$ cat config.mk
export PLATFORM = sky130hd
export DESIGN_NAME = mem_port_ctrl
export DESIGN_NICKNAME = d
export VERILOG_FILES = /design/src/rtl/mem_port_ctrl.sv
export SDC_FILE = /design/constraint.sdc
export NUM_CORES = 1
export LEC_CHECK = 0
export CAP_MARGIN = 20
export CORE_MARGIN = 2
export CORE_UTILIZATION = 37
export CTS_CLUSTER_DIAMETER = 60
export CTS_CLUSTER_SIZE = 10
export DETAILED_ROUTE_END_ITERATION = 7
export PLACE_DENSITY = 0.77
export SLEW_MARGIN = 20
export SYNTH_ARGS = -nofsm -noshare
export SYNTH_HDL_FRONTEND = slang
export SYNTH_SLANG_ARGS = --single-unit
export TNS_END_PERCENT = 10
$ cat constraint.sdc
create_clock -name clk -period 1.45 [get_ports clk]
set_input_delay 0.29 -clock clk [delete_from_list [all_inputs] [get_ports clk]]
set_output_delay 0.29 -clock clk [all_outputs]
set_load 0.005 [all_outputs]
$ cat src/rtl/mem_port_ctrl.sv
// rtl/mem_port_ctrl.sv - memory-port stage: one req/ready transaction per command, holds IR and MDR
// Optional feature: define MEM_TIMEOUT_EN to enable the REQ wait watchdog (TIMEOUT cycles).
module mem_port_ctrl #(
  parameter int AW      = 32,
  parameter int DW      = 32,
  parameter int TIMEOUT = 255
) (
  input  logic          clk,
  input  logic          reset_n,
  input  logic [AW-1:0] pc,
  input  logic [AW-1:0] alu_out,
  input  logic [DW-1:0] wdata,
  input  logic          i_or_d,
  input  logic          ireg_enab,
  input  logic          mem_enab,
  input  logic          mdr_load,
  output logic [DW-1:0] instr,
  output logic [DW-1:0] mdr,
  output logic          stall,
  output logic          bus_err,
  output logic          mem_req,
  output logic          mem_we,
  output logic [AW-1:0] mem_addr,
  output logic [DW-1:0] mem_wdata,
  input  logic [DW-1:0] mem_rdata,
  input  logic          mem_ready
);

  typedef enum logic [1:0] {S_IDLE, S_REQ, S_DONE} state_t;
  typedef enum logic [1:0] {T_NONE, T_IR, T_MDR} tgt_t;

  state_t state, state_nxt;
  tgt_t   tgt_q, cmd_tgt;

  logic          any_cmd, multi_cmd, cmd_err, cmd_we, accept, capture, abort;
  logic [AW-1:0] sel_addr;

  assign any_cmd   = ireg_enab | mem_enab | mdr_load;
  assign multi_cmd = (ireg_enab & mem_enab) | (ireg_enab & mdr_load) | (mem_enab & mdr_load);
  assign sel_addr  = i_or_d ? alu_out : pc;
  assign cmd_err   = multi_cmd | (sel_addr[1:0] != 2'b00) | (~i_or_d & (mem_enab | mdr_load));
  // Priority ireg_enab > mem_enab > mdr_load decides the single command that runs
  assign cmd_we    = ~ireg_enab & mem_enab;
  assign cmd_tgt   = ireg_enab ? T_IR : (mem_enab ? T_NONE : T_MDR);
  assign accept    = (state == S_IDLE) & any_cmd;
  assign capture   = (state == S_REQ) & mem_ready;

  assign stall   = accept | (state == S_REQ);
  assign mem_req = (state == S_REQ);

`ifdef MEM_TIMEOUT_EN
  localparam logic [7:0] WAIT_LIMIT = 8'(TIMEOUT - 1);
  logic [7:0] wait_cnt;

  assign abort = (state == S_REQ) & ~mem_ready & (wait_cnt == WAIT_LIMIT);

  always_ff @(posedge clk or negedge reset_n) begin
    if (!reset_n)
      wait_cnt <= '0;
    else if (accept)
      wait_cnt <= '0;
    else if ((state == S_REQ) && !mem_ready)
      wait_cnt <= wait_cnt + 8'd1;
  end
`else
  assign abort = 1'b0;
`endif

  always_comb begin
    state_nxt = state;
    case (state)
      S_IDLE:  if (any_cmd) state_nxt = S_REQ;
      S_REQ:   if (mem_ready || abort) state_nxt = S_DONE;
      S_DONE:  state_nxt = S_IDLE;
      default: state_nxt = S_IDLE;
    endcase
  end

  always_ff @(posedge clk or negedge reset_n) begin
    if (!reset_n)
      state <= S_IDLE;
    else
      state <= state_nxt;
  end

  always_ff @(posedge clk or negedge reset_n) begin
    if (!reset_n) begin
      mem_addr  <= '0;
      mem_we    <= 1'b0;
      mem_wdata <= '0;
      tgt_q     <= T_NONE;
      instr     <= '0;
      mdr       <= '0;
      bus_err   <= 1'b0;
    end else begin
      if (accept) begin
        mem_addr  <= {sel_addr[AW-1:2], 2'b00};
        mem_we    <= cmd_we;
        mem_wdata <= wdata;
        tgt_q     <= cmd_tgt;
        if (cmd_err) bus_err <= 1'b1;
      end
      if (capture) begin
        if (tgt_q == T_IR)  instr <= mem_rdata;
        if (tgt_q == T_MDR) mdr   <= mem_rdata;
      end
      if (abort) bus_err <= 1'b1;
    end
  end

endmodule

==> summary.txt <==
Tcrit/Tclk final - 115%
Startpoint type of the worst setup path - register
Hold Crit Class - input port to asynchronous set/reset pin
1st-iter DRT viols - 170
Placed Instances - 882
Worst Path Arrival - 1.95 ns
Global-route wire length before repair - 23,300 µm
Async SR Flop Fraction - 100%
Post-DRT Antenna Nets - 0
Post-layout net count - 860
Mux contribution to synthesized area - 21.0%
Die Y - 125 µm
Initial antenna violation count - 0
Critical path fanouts, max - 8
Clk_skew - 0.00665 ns
Filler Cell Count - 1,151
Overflow after GRT - 0
IO Port Bufs - 264
Area leader, netlist - dfrtp_1
Routed vias/inst - 4.68
Detailed-route via count - 4,317
Netlist area before placement - 5410 µm²
Worst path required time - 1.74 ns
Final worst slack - -0.211 ns
Die X - 125 µm
Final core occ - 63.5%
CP max stage delay - 0.40 ns
Post-Synth Simple-Gate Area - 10.9%
H-tree levels - 4
Die ar. - 15,600 µm²
CTS tree - done
Pleak - 4.50 nW
Non-Filler Instances - 922
Worst setup EP type - register
Final wirelength - 15,000 µm
Max-cap viol count - 0
Adder-Cell Fraction of Synth Area - 0.185%
Slew Limit Fails - 0
Final hold viol count - 0
Inserted Clock Buffers - 17
Largest net degree at the start of global routing - 76
Power Density - 1990 nW/µm²
Sequential cell area - 3300 µm²
FF-to-FF setup slack - -0.21 ns
Peak supply drop - 897 µV
GPL Wtd Cong - 0.848
Post-synthesis compound-gate area fraction - 3.63%
Dpl ws - -0.533 ns
DRC - 0
Worst path slowest cell - dfrtp_1
# clock sinks - 132
Core Rows - 44
CP delay by family, top - simple AND/OR/NAND/NOR gates
Crit path time final - 1.66 ns
Syn Area/Cell - 12.4 µm²
Clock buffer depth - 2
Post-synth top cells - dfrtp_1 (132), nand2_1 (131), mux2_2 (33), o21ai_0 (33)
Clk slew on worst S/H paths - 0.06 ns
Tot GR Track Use - 18.8%
Post-synth top area share - 61.1%
Critical path type - register to register
Primary FF master, synth - dfrtp_1
Top-count cell post-synth - dfrtp_1
Effective utilization at floorplan - 37.5%
Synth area leaders - dfrtp_1 (61%), nand2_1 (9.1%), mux2_4 (8.3%)
Post-synthesis xor/xnor area fraction - 0%
Syn-to-layout area delta - 69.5%
Vias in the first global route - 4,604
Buf/Inv on CP - 3
Smallest hold slack - 0.349 ns
Ant. Diodes - 0
Worst-Skew Late Latency - 0.41 ns
Netlist cell types - 26
Sequential cell area fraction in the yosys report - 61.1%
Pre-antenna DRT Iters - 4
DR WL/cell - 16.2 µm
Fraction of layout cells with a size suffix above 1 - 18.6%
Core area - 14,400 µm²
Failing checks - setup timing
Root Buffer - clkbuf_16
Largest family of logic cells by synthesized area - multiplexers
DP HPWL - 10,600 µm
Multi-input gate area - 2080 µm²
Status - finished, violations left
Finish-stage setup viols - 66
Tot Pwr - 0.0182 W
Synth Instances - 435
IO Count - 267
Crit-path cells - nand2b_4 -> inv_4 -> nand2_4 -> nor3b_4 -> buf_6 -> buf_12 -> mux2_2
RSZ-0062 raised after global routing - true
Synth Register Bits - 132
Fmax - 602 MHz
Number of flops mapped to enable cells by yosys - 0
Yosys warns - 0
## layout make-up
cell class	count	share of cell area, %
clock inverters	13	1.98
clock buffers	19	4.83
multi-input cells	277	22.7
repair buffers	295	31.8
well taps	184	2.51
inverters	2	0.109
flip-flops and latches	132	36.0
## timing repair
item                                    CTS  global route
setup buffers                             2             3
hold buffers                              1             0
endpoints found under the setup margin  215           108
pin swaps                                 1             1
gates resized for setup                 143            44
gates cloned                              0             3
hold endpoints to repair                 32             0
## cell families (layout without fill, tap and decap cells)
kind of cell | Yosys count | in the layout
compound gates | 38 | 38
mux | 94 | 94
flops | 132 | 132
other cells | 1 | 2
buf+inv | 27 | 329
simple gates | 142 | 142
fa+ha+maj | 1 | 1
## metrics by stage
stage                     area [µm²]  TNS, ns
after detailed placement        8440   -53.00
after global routing            9170   -16.73
after floorplan                 5410    -5.55
after global placement          8440   -50.37
after CTS                       8940   -12.68
final                           9170   -12.13
## state kept, by name, summed over array words and instances, names as in the netlist
| register | flops |
|---|---|
| instr | 32 |
| mdr | 32 |
| mem_wdata | 32 |
| mem_addr | 30 |
| state | 2 |
| tgt_q | 2 |
| bus_err | 1 |
| mem_we | 1 |
## layer usage
| layer | wire length [µm] | GRT usage, % | vias to the layer above | part of all wire, % |
|---|---|---|---|---|
| met4 | 279 | 7.19 | 0 | 1.9 |
| met3 | 1240 | 7.35 | 24 | 8.2 |
| met1 | 6070 | 21.9 | 2076 | 41 |
| met5 | 0 | 0 | - | 0 |
| met2 | 7390 | 31.2 | 189 | 49 |
| li1 | - | - | 2028 | - |
## power breakdown
group	switching (W)	internal [W]	total [W]	leakage, nW
logic	0.00287	0.00431	0.00717	2.59
registers	0.00103	0.00551	0.00653	1.61
clock network	0.00161	0.00292	0.00453	0.303
## cells in the final DEF, fill, tap and decap left out, drive strengths merged
| cell | count |
|---|---|
| clkinv | 6 |
| clkinvlp | 2 |
| nand2b | 4 |
| clkbuf | 21 |
| bufinv | 4 |
| nand2 | 132 |
| or2 | 1 |
| nor2 | 2 |
| clkdlybuf4s50 | 132 |
| dfrtp | 132 |
| conb | 2 |
| mux2i | 30 |
| dlygate4sd2 | 128 |
| mux2 | 64 |
| o21a | 1 |
| dlygate4sd3 | 1 |
| a21oi | 3 |
| maj3 | 1 |
| inv | 3 |
| buf | 32 |
| nor3 | 1 |
| o21ai | 34 |
| nor3b | 2 |
## path summary, 6_finish.rpt
kind,start,endpoint,depth (start not counted)
max,state[1]$_DFFE_PN0P_,mdr[23]$_DFFE_PN0P_,7
min,reset_n,instr[18]$_DFFE_PN0P_,2
max reg2reg,state[1]$_DFFE_PN0P_,mdr[23]$_DFFE_PN0P_,7
min reg2reg,bus_err$_DFFE_PN0P_,bus_err$_DFFE_PN0P_,1
max in group asynchronous,reset_n,mem_wdata[13]$_DFFE_PN0P_,3
min in group clk,i_or_d,mem_addr[31]$_DFFE_PN0P_,3
(Power assumes the default switching activity.)
